**config.mk**
```make
export PLATFORM = sky130hd
export DESIGN_NAME = calculator_seq_flat
export DESIGN_NICKNAME = d
export VERILOG_FILES = /design/src/rtl/calc_pkg.sv /design/src/rtl/calculator_seq_if.sv /design/src/rtl/button_debounce.sv /design/src/rtl/calculator_seq.sv /design/src/flat_wrapper.sv
export SDC_FILE = /design/constraint.sdc
export NUM_CORES = 1
export LEC_CHECK = 0
export CORE_MARGIN = 2
export CORE_UTILIZATION = 47
export DETAILED_ROUTE_END_ITERATION = 10
export PLACE_DENSITY_LB_ADDON = 0.08
export SLEW_MARGIN = 20
export SYNTH_ARGS = -nofsm -noshare
export SYNTH_HDL_FRONTEND = slang
export SYNTH_SLANG_ARGS = --single-unit
```
**constraint.sdc**
```tcl
create_clock -name clk -period 3.95 [get_ports clk]
set_input_delay 0.79 -clock clk [delete_from_list [all_inputs] [get_ports clk]]
set_output_delay 0.79 -clock clk [all_outputs]
set_load 0.03 [all_outputs]
```
**src/rtl/calc_pkg.sv**
```systemverilog
// calc_pkg: shared function codes, FSM state type and result-field packing for calculator_seq
package calc_pkg;
  localparam logic [2:0] FUNC_ADD = 3'b000;
  localparam logic [2:0] FUNC_SUB = 3'b001;
  localparam logic [2:0] FUNC_MUL = 3'b010;
  localparam logic [2:0] FUNC_DIV = 3'b011;
  localparam logic [2:0] FUNC_AND = 3'b100;
  localparam logic [2:0] FUNC_OR  = 3'b101;
  localparam logic [2:0] FUNC_XOR = 3'b110;
  localparam logic [2:0] FUNC_SHL = 3'b111;
  typedef enum logic [1:0] {IDLE, CALC, DONE} state_t;
  // Quotient in the low w bits, remainder directly above it; callers truncate to their result width.
  function automatic logic [63:0] div_pack(input logic [15:0] q, input logic [15:0] r, input int w);
    return (64'(r) << w) | 64'(q);
  endfunction
endpackage

```
**src/rtl/calculator_seq_if.sv**
```systemverilog
// calculator_seq_if: board-side operand/command bundle and status/result bundle
//   button, func, num1, num2 : towards the calculator (master drives)
//   cal_result, busy, done, err : from the calculator (slave drives)
interface calculator_seq_if #(parameter int W = 8, parameter int RES_W = 32);
  logic             button;
  logic [2:0]       func;
  logic [W-1:0]     num1;
  logic [W-1:0]     num2;
  logic [RES_W-1:0] cal_result;
  logic             busy;
  logic             done;
  logic             err;
  modport master(output button, func, num1, num2, input cal_result, busy, done, err);
  modport slave(input button, func, num1, num2, output cal_result, busy, done, err);
endinterface

```
**src/rtl/button_debounce.sv**
```systemverilog
// button_debounce: 2-flop synchroniser plus stable-count debounce with rising-edge pulse
//   clk, rst (async, active-low), btn_in (raw, asynchronous)
//   level : debounced button level
//   rise  : one-cycle pulse in the first cycle level reads 1
module button_debounce #(parameter int DEB_CYCLES = 100000) (
  input  logic clk,
  input  logic rst,
  input  logic btn_in,
  output logic level,
  output logic rise
);
  localparam int CW = $clog2(DEB_CYCLES + 1);
  localparam logic [CW-1:0] LAST = CW'(DEB_CYCLES - 1);
  logic s1, s2;
  logic [CW-1:0] cnt;
  if (DEB_CYCLES < 1) begin : g_deb_chk
    $error("DEB_CYCLES must be >= 1");
  end
  // cnt counts consecutive cycles the synced level has disagreed with level; any agreement restarts it.
  always_ff @(posedge clk or negedge rst)
    if (!rst) begin
      s1 <= 1'b0;
      s2 <= 1'b0;
      level <= 1'b0;
      rise <= 1'b0;
      cnt <= '0;
    end else begin
      s1 <= btn_in;
      s2 <= s1;
      rise <= s2 && !level && cnt == LAST;
      level <= (s2 != level && cnt == LAST) ? s2 : level;
      cnt <= (s2 == level || cnt == LAST) ? '0 : cnt + 1'b1;
    end
endmodule

```
**src/rtl/calculator_seq.sv**
```systemverilog
// calculator_seq: debounced-button-triggered W-bit calculator with iterative mul/div
//   clk, rst (async, active-low)
//   bus.button : raw start button; bus.func/num1/num2 : sampled on start
//   bus.cal_result : last completed result; bus.busy/done/err : status
module calculator_seq import calc_pkg::*; #(
  parameter int W = 8,
  parameter int RES_W = 32,
  parameter int DEB_CYCLES = 100000
) (
  input logic clk,
  input logic rst,
  calculator_seq_if.slave bus
);
  localparam int CW = $clog2(W + 1);
  if (W < 4 || W > 16) begin : g_w_chk
    $error("W must be in 4..16");
  end
  if (RES_W < 2 * W) begin : g_res_chk
    $error("RES_W must be >= 2*W");
  end
  state_t state;
  logic start, level, rise, busy, done, err, ge, div0, iter;
  logic [2:0] fn;
  logic [W-1:0] a_r, b_r, rem, rem_n, quo_n;
  logic [W:0] sh;
  logic [RES_W-1:0] acc, mc, res, acc_n, alu, ea, eb;
  logic [CW-1:0] cnt;
  button_debounce #(.DEB_CYCLES(DEB_CYCLES)) u_deb (
    .clk(clk), .rst(rst), .btn_in(bus.button), .level(level), .rise(rise)
  );
  assign start = rise & level;
  // mul: mc holds the shifted multiplicand, b_r shifts right as the multiplier.
  // div: a_r shifts left and collects quotient bits, rem is the partial remainder.
  always_comb begin
    ea = RES_W'(a_r);
    eb = RES_W'(b_r);
    acc_n = b_r[0] ? acc + mc : acc;
    sh = {rem, a_r[W-1]};
    ge = sh >= {1'b0, b_r};
    rem_n = ge ? W'(sh - {1'b0, b_r}) : sh[W-1:0];
    quo_n = {a_r[W-2:0], ge};
    div0 = fn == FUNC_DIV && b_r == '0;
    iter = fn == FUNC_MUL || (fn == FUNC_DIV && !div0);
    alu = fn == FUNC_ADD ? ea + eb :
          fn == FUNC_SUB ? ea - eb :
          fn == FUNC_AND ? ea & eb :
          fn == FUNC_OR  ? ea | eb :
          fn == FUNC_XOR ? ea ^ eb :
          fn == FUNC_SHL ? (32'(b_r) >= RES_W ? '0 : ea << b_r) :
          div0 ? RES_W'(div_pack(16'({W{1'b1}}), 16'(a_r), W)) : '0;
  end
  always_ff @(posedge clk or negedge rst)
    if (!rst) begin
      state <= IDLE;
      busy <= 1'b0;
      done <= 1'b0;
      err <= 1'b0;
      res <= '0;
      fn <= FUNC_ADD;
      a_r <= '0;
      b_r <= '0;
      acc <= '0;
      mc <= '0;
      rem <= '0;
      cnt <= '0;
    end else begin
      case (state)
        IDLE: if (start) begin
          state <= CALC;
          busy <= 1'b1;
          fn <= bus.func;
          a_r <= bus.num1;
          b_r <= bus.num2;
          acc <= '0;
          mc <= RES_W'(bus.num1);
          rem <= '0;
          cnt <= CW'(W);
        end
        CALC: if (!iter) begin
          state <= DONE;
          busy <= 1'b0;
          done <= 1'b1;
          res <= alu;
          err <= div0;
        end else begin
          acc <= acc_n;
          mc <= mc << 1;
          b_r <= fn == FUNC_MUL ? b_r >> 1 : b_r;
          a_r <= quo_n;
          rem <= rem_n;
          cnt <= cnt - 1'b1;
          if (cnt == CW'(1)) begin
            state <= DONE;
            busy <= 1'b0;
            done <= 1'b1;
            err <= 1'b0;
            res <= fn == FUNC_MUL ? acc_n : RES_W'(div_pack(16'(quo_n), 16'(rem_n), W));
          end
        end
        DONE: begin
          state <= IDLE;
          done <= 1'b0;
        end
        default: state <= IDLE;
      endcase
    end
  assign bus.cal_result = res;
  assign bus.busy = busy;
  assign bus.done = done;
  assign bus.err = err;
endmodule
```
**src/flat_wrapper.sv**
```systemverilog
// flat-port wrapper written by rule: the top's interface ports become plain ports
module calculator_seq_flat import calc_pkg::*;
#(
  parameter int W = 8,
  parameter int RES_W = 32,
  parameter int DEB_CYCLES = 100000
)
  (clk, rst, bus_button, bus_func, bus_num1, bus_num2, bus_cal_result, bus_busy, bus_done, bus_err);
  calculator_seq_if #(.W(W), .RES_W(RES_W)) bus_i ();
  input logic clk;
  input logic rst;
  input wire logic [$bits(bus_i.button)-1:0] bus_button;
  input wire logic [$bits(bus_i.func)-1:0] bus_func;
  input wire logic [$bits(bus_i.num1)-1:0] bus_num1;
  input wire logic [$bits(bus_i.num2)-1:0] bus_num2;
  output wire logic [$bits(bus_i.cal_result)-1:0] bus_cal_result;
  output wire logic [$bits(bus_i.busy)-1:0] bus_busy;
  output wire logic [$bits(bus_i.done)-1:0] bus_done;
  output wire logic [$bits(bus_i.err)-1:0] bus_err;
  assign bus_i.button = bus_button;
  assign bus_i.func = bus_func;
  assign bus_i.num1 = bus_num1;
  assign bus_i.num2 = bus_num2;
  assign bus_cal_result = bus_i.cal_result;
  assign bus_busy = bus_i.busy;
  assign bus_done = bus_i.done;
  assign bus_err = bus_i.err;
  calculator_seq #(.W(W), .RES_W(RES_W), .DEB_CYCLES(DEB_CYCLES)) u_core (.clk(clk), .rst(rst), .bus(bus_i));
endmodule
```
==> reports/results.tsv <==
metric	value	unit
clock_skew	0.0172	ns
fin_nets	1425	
syn_inst	1282	
worst_setup_path_end_kind	register	
cts_buffers	17	
post-route-period-util	95.4	%
root_buffer	clkbuf_16	
final_area	12400	um2
pin_count	57	
final_cell_mix	nand2_1, dfrtp_1, a21oi_1	
worst-endpoint-required	4.26	ns
dr.pass1.iters	6	
drt_iter0_markers	887	
drive_gt1_share	8.57	%
synthArstFlopShare	100	%
rsz0062_at_grt	no	
die-area	24400	um2
cts_tree	built	
portBuffers	56	
slew_violations	0	
peakVddDrop	252	uV
htree_levels	4	
clockBufferDepth	2	
tightestPinTransition	0.808	ns
place_congestion	0.947	
ant_nets	0	
drcViolationCount	0	
gr-usage-all-layers	29.8	%
die_x	156	um
outcome	completed	
wl	35.6	mm
stdcell_count	1628	
wl_per_cell	21.8	um
post_cts_buffers	0	
tns	0	ns
ys.flop_type	dfrtp_1	
grt_overflow	0	
dp.cells	1595	
fmax	265	MHz
grt_pass1_vias	9769	
antenna_found_initial	1	
post-route-min-period	3.77	ns
final_common_cell	nand2_1	
hp-class	in2async	
leakagePower	0.00582	uW
yosys_warnings	0	
synth_cell_type_count	83	
coreArea	22700	um2
power.density	275	nW/um2
drv_cap	0	
synthesis.nets	1378	
slew_headroom	45.7	%
cts_hold_buf	0	
grt_max_degree	72	
startpoint_type	register	
place_area	11900	um2
syn_area	10900	um2
grt_pass1_wl	55.8	mm
synth-seq-area-share	35.1	%
hold_violations	0	
synth-edff-count	0	
setup_viol	0	
start_util	48.0	%
arrival	4.07	ns
hpwl	26.6	mm
crit_fanout	15	
avgSynthCellArea	8.51	um2
syn_to_final_growth	13.9	%
insertion_delay	0.43	ns
avgViaCountPerCell	6.21	
cts_resized	0	
fp.dieH	156	um
criticalPathCategory	reg2reg	
rows	55	
num_vias	10111	
ys_ff_latch	153	
clkTransAtPathRegs	0.08	ns
clock-sinks	153	
-- registers in the layout (all words and copies together), names as in the netlist, 2 cells and up --
register	flops
u_core.fn	3
u_core.a_r	8
u_core.b_r	8
u_core.cnt	4
u_core.bus.cal_result	32
u_core.rem	8
u_core.u_deb.cnt	17
u_core.acc	32
u_core.state	2
u_core.mc	32
-- synth_stat cells, drive strengths merged, types with 6 or more instances --
cell type | n | area share [%]
nand4 | 12 | 0.69
nand3 | 44 | 2.1
dfrtp | 153 | 35
ha | 70 | 8.0
o21a | 12 | 0.84
or2 | 6 | 0.34
nand2 | 162 | 5.6
a211oi | 18 | 1.3
clkbuf | 41 | 1.4
nor2b | 17 | 0.97
o21bai | 9 | 0.65
mux2 | 10 | 1.0
xnor2 | 34 | 2.7
a22o | 21 | 1.7
a21o | 29 | 2.0
a221o | 6 | 0.55
o31ai | 15 | 1.2
nor2 | 96 | 3.4
mux2i | 33 | 3.0
nor3 | 27 | 1.2
a221oi | 7 | 0.56
o211ai | 9 | 0.62
and3 | 12 | 0.69
and2 | 7 | 0.41
inv | 48 | 1.7
a31oi | 16 | 0.92
xor2 | 15 | 1.2
nand2b | 14 | 0.80
o21ai | 98 | 4.6
or3 | 6 | 0.34
a21oi | 120 | 5.5
o22ai | 11 | 0.63
buf | 28 | 1.3
-- where the power goes --
group          switching [uW]  total, uW  internal, uW
Sequential               18.4       1590          1570
Combinational             147        229          82.3
Clock                     770       1600           830
Total                     935       3420          2490
-- layer usage --
layer  vias up  track usage, %  part of all wire, %
met5         -               0                    0
met4         0            10.7                  2.9
met3        66            5.73                  7.8
met2       418            45.4                   44
met1      4851            42.4                   46
li1       4776               -                    -
-- final timing paths --
path / from / to / slack (ns) / cells after the start
worst max register to register: u_core.a_r[0] / u_core.bus.cal_result[18] / 0.18 / 13
worst min-delay path: rst / u_core.fn[1] / 0.35 / 1
min in group clk: u_core.u_deb.s1 / u_core.u_deb.s2 / 0.36 / 0
worst max-delay path: u_core.a_r[0] / u_core.bus.cal_result[18] / 0.18 / 13
worst min register to register: u_core.u_deb.s1 / u_core.u_deb.s2 / 0.36 / 0
max in group asynchronous: rst / u_core.acc[5] / 2.79 / 2
-- area by class of cell --
cell class              count  area (um2)
diodes                      1        2.50
clock buffers              17         425
clock inverters            15         134
fillers                  2139       10300
inverters                  50         188
multi-input cells        1010        6600
flip-flops and latches    153        3830
well taps                 285         357
repair buffers             97         882
-- critical path, cell delays in order, from the launching register on --
cell and delay (ns):
dfrtp_1 0.63, inv_1 0.26, ha_1 0.27, fa_1 0.41
o21bai_1 0.29, a211oi_1 0.15, o31a_1 0.31, nor2_1 0.14
o21ai_0 0.09, a21oi_1 0.30, buf_4 0.28, nor2_1 0.07
a221oi_1 0.32, o21ai_0 0.13
-- through the flow --
stage | worst slack (ns) | total power (uW) | util [%] | hold WS, ns
floorplan | 1.08 | 1730 | - | 0.331
global placement | 0.325 | 1850 | 52.2 | 0.341
detailed placement | 0.398 | 1850 | 52.2 | 0.340
CTS | 0.342 | 3450 | 54.7 | 0.357
global route | 0.167 | 3540 | 54.7 | 0.375
finish | 0.182 | 3420 | 54.7 | 0.345
-- cell families after synthesis --
logic type / Yosys count / synth area share (%)
flip-flops: 153 / 35.1
XOR/XNOR: 49 / 3.93
buffers and inverters: 119 / 4.44
multiplexers: 44 / 4.27
AND/OR/NAND/NOR: 415 / 17.4
AO/OA/AOI/OAI: 428 / 26.1
adder cells (fa/ha/maj): 74 / 8.76
Note: power is estimated with default switching activity, not from simulation.
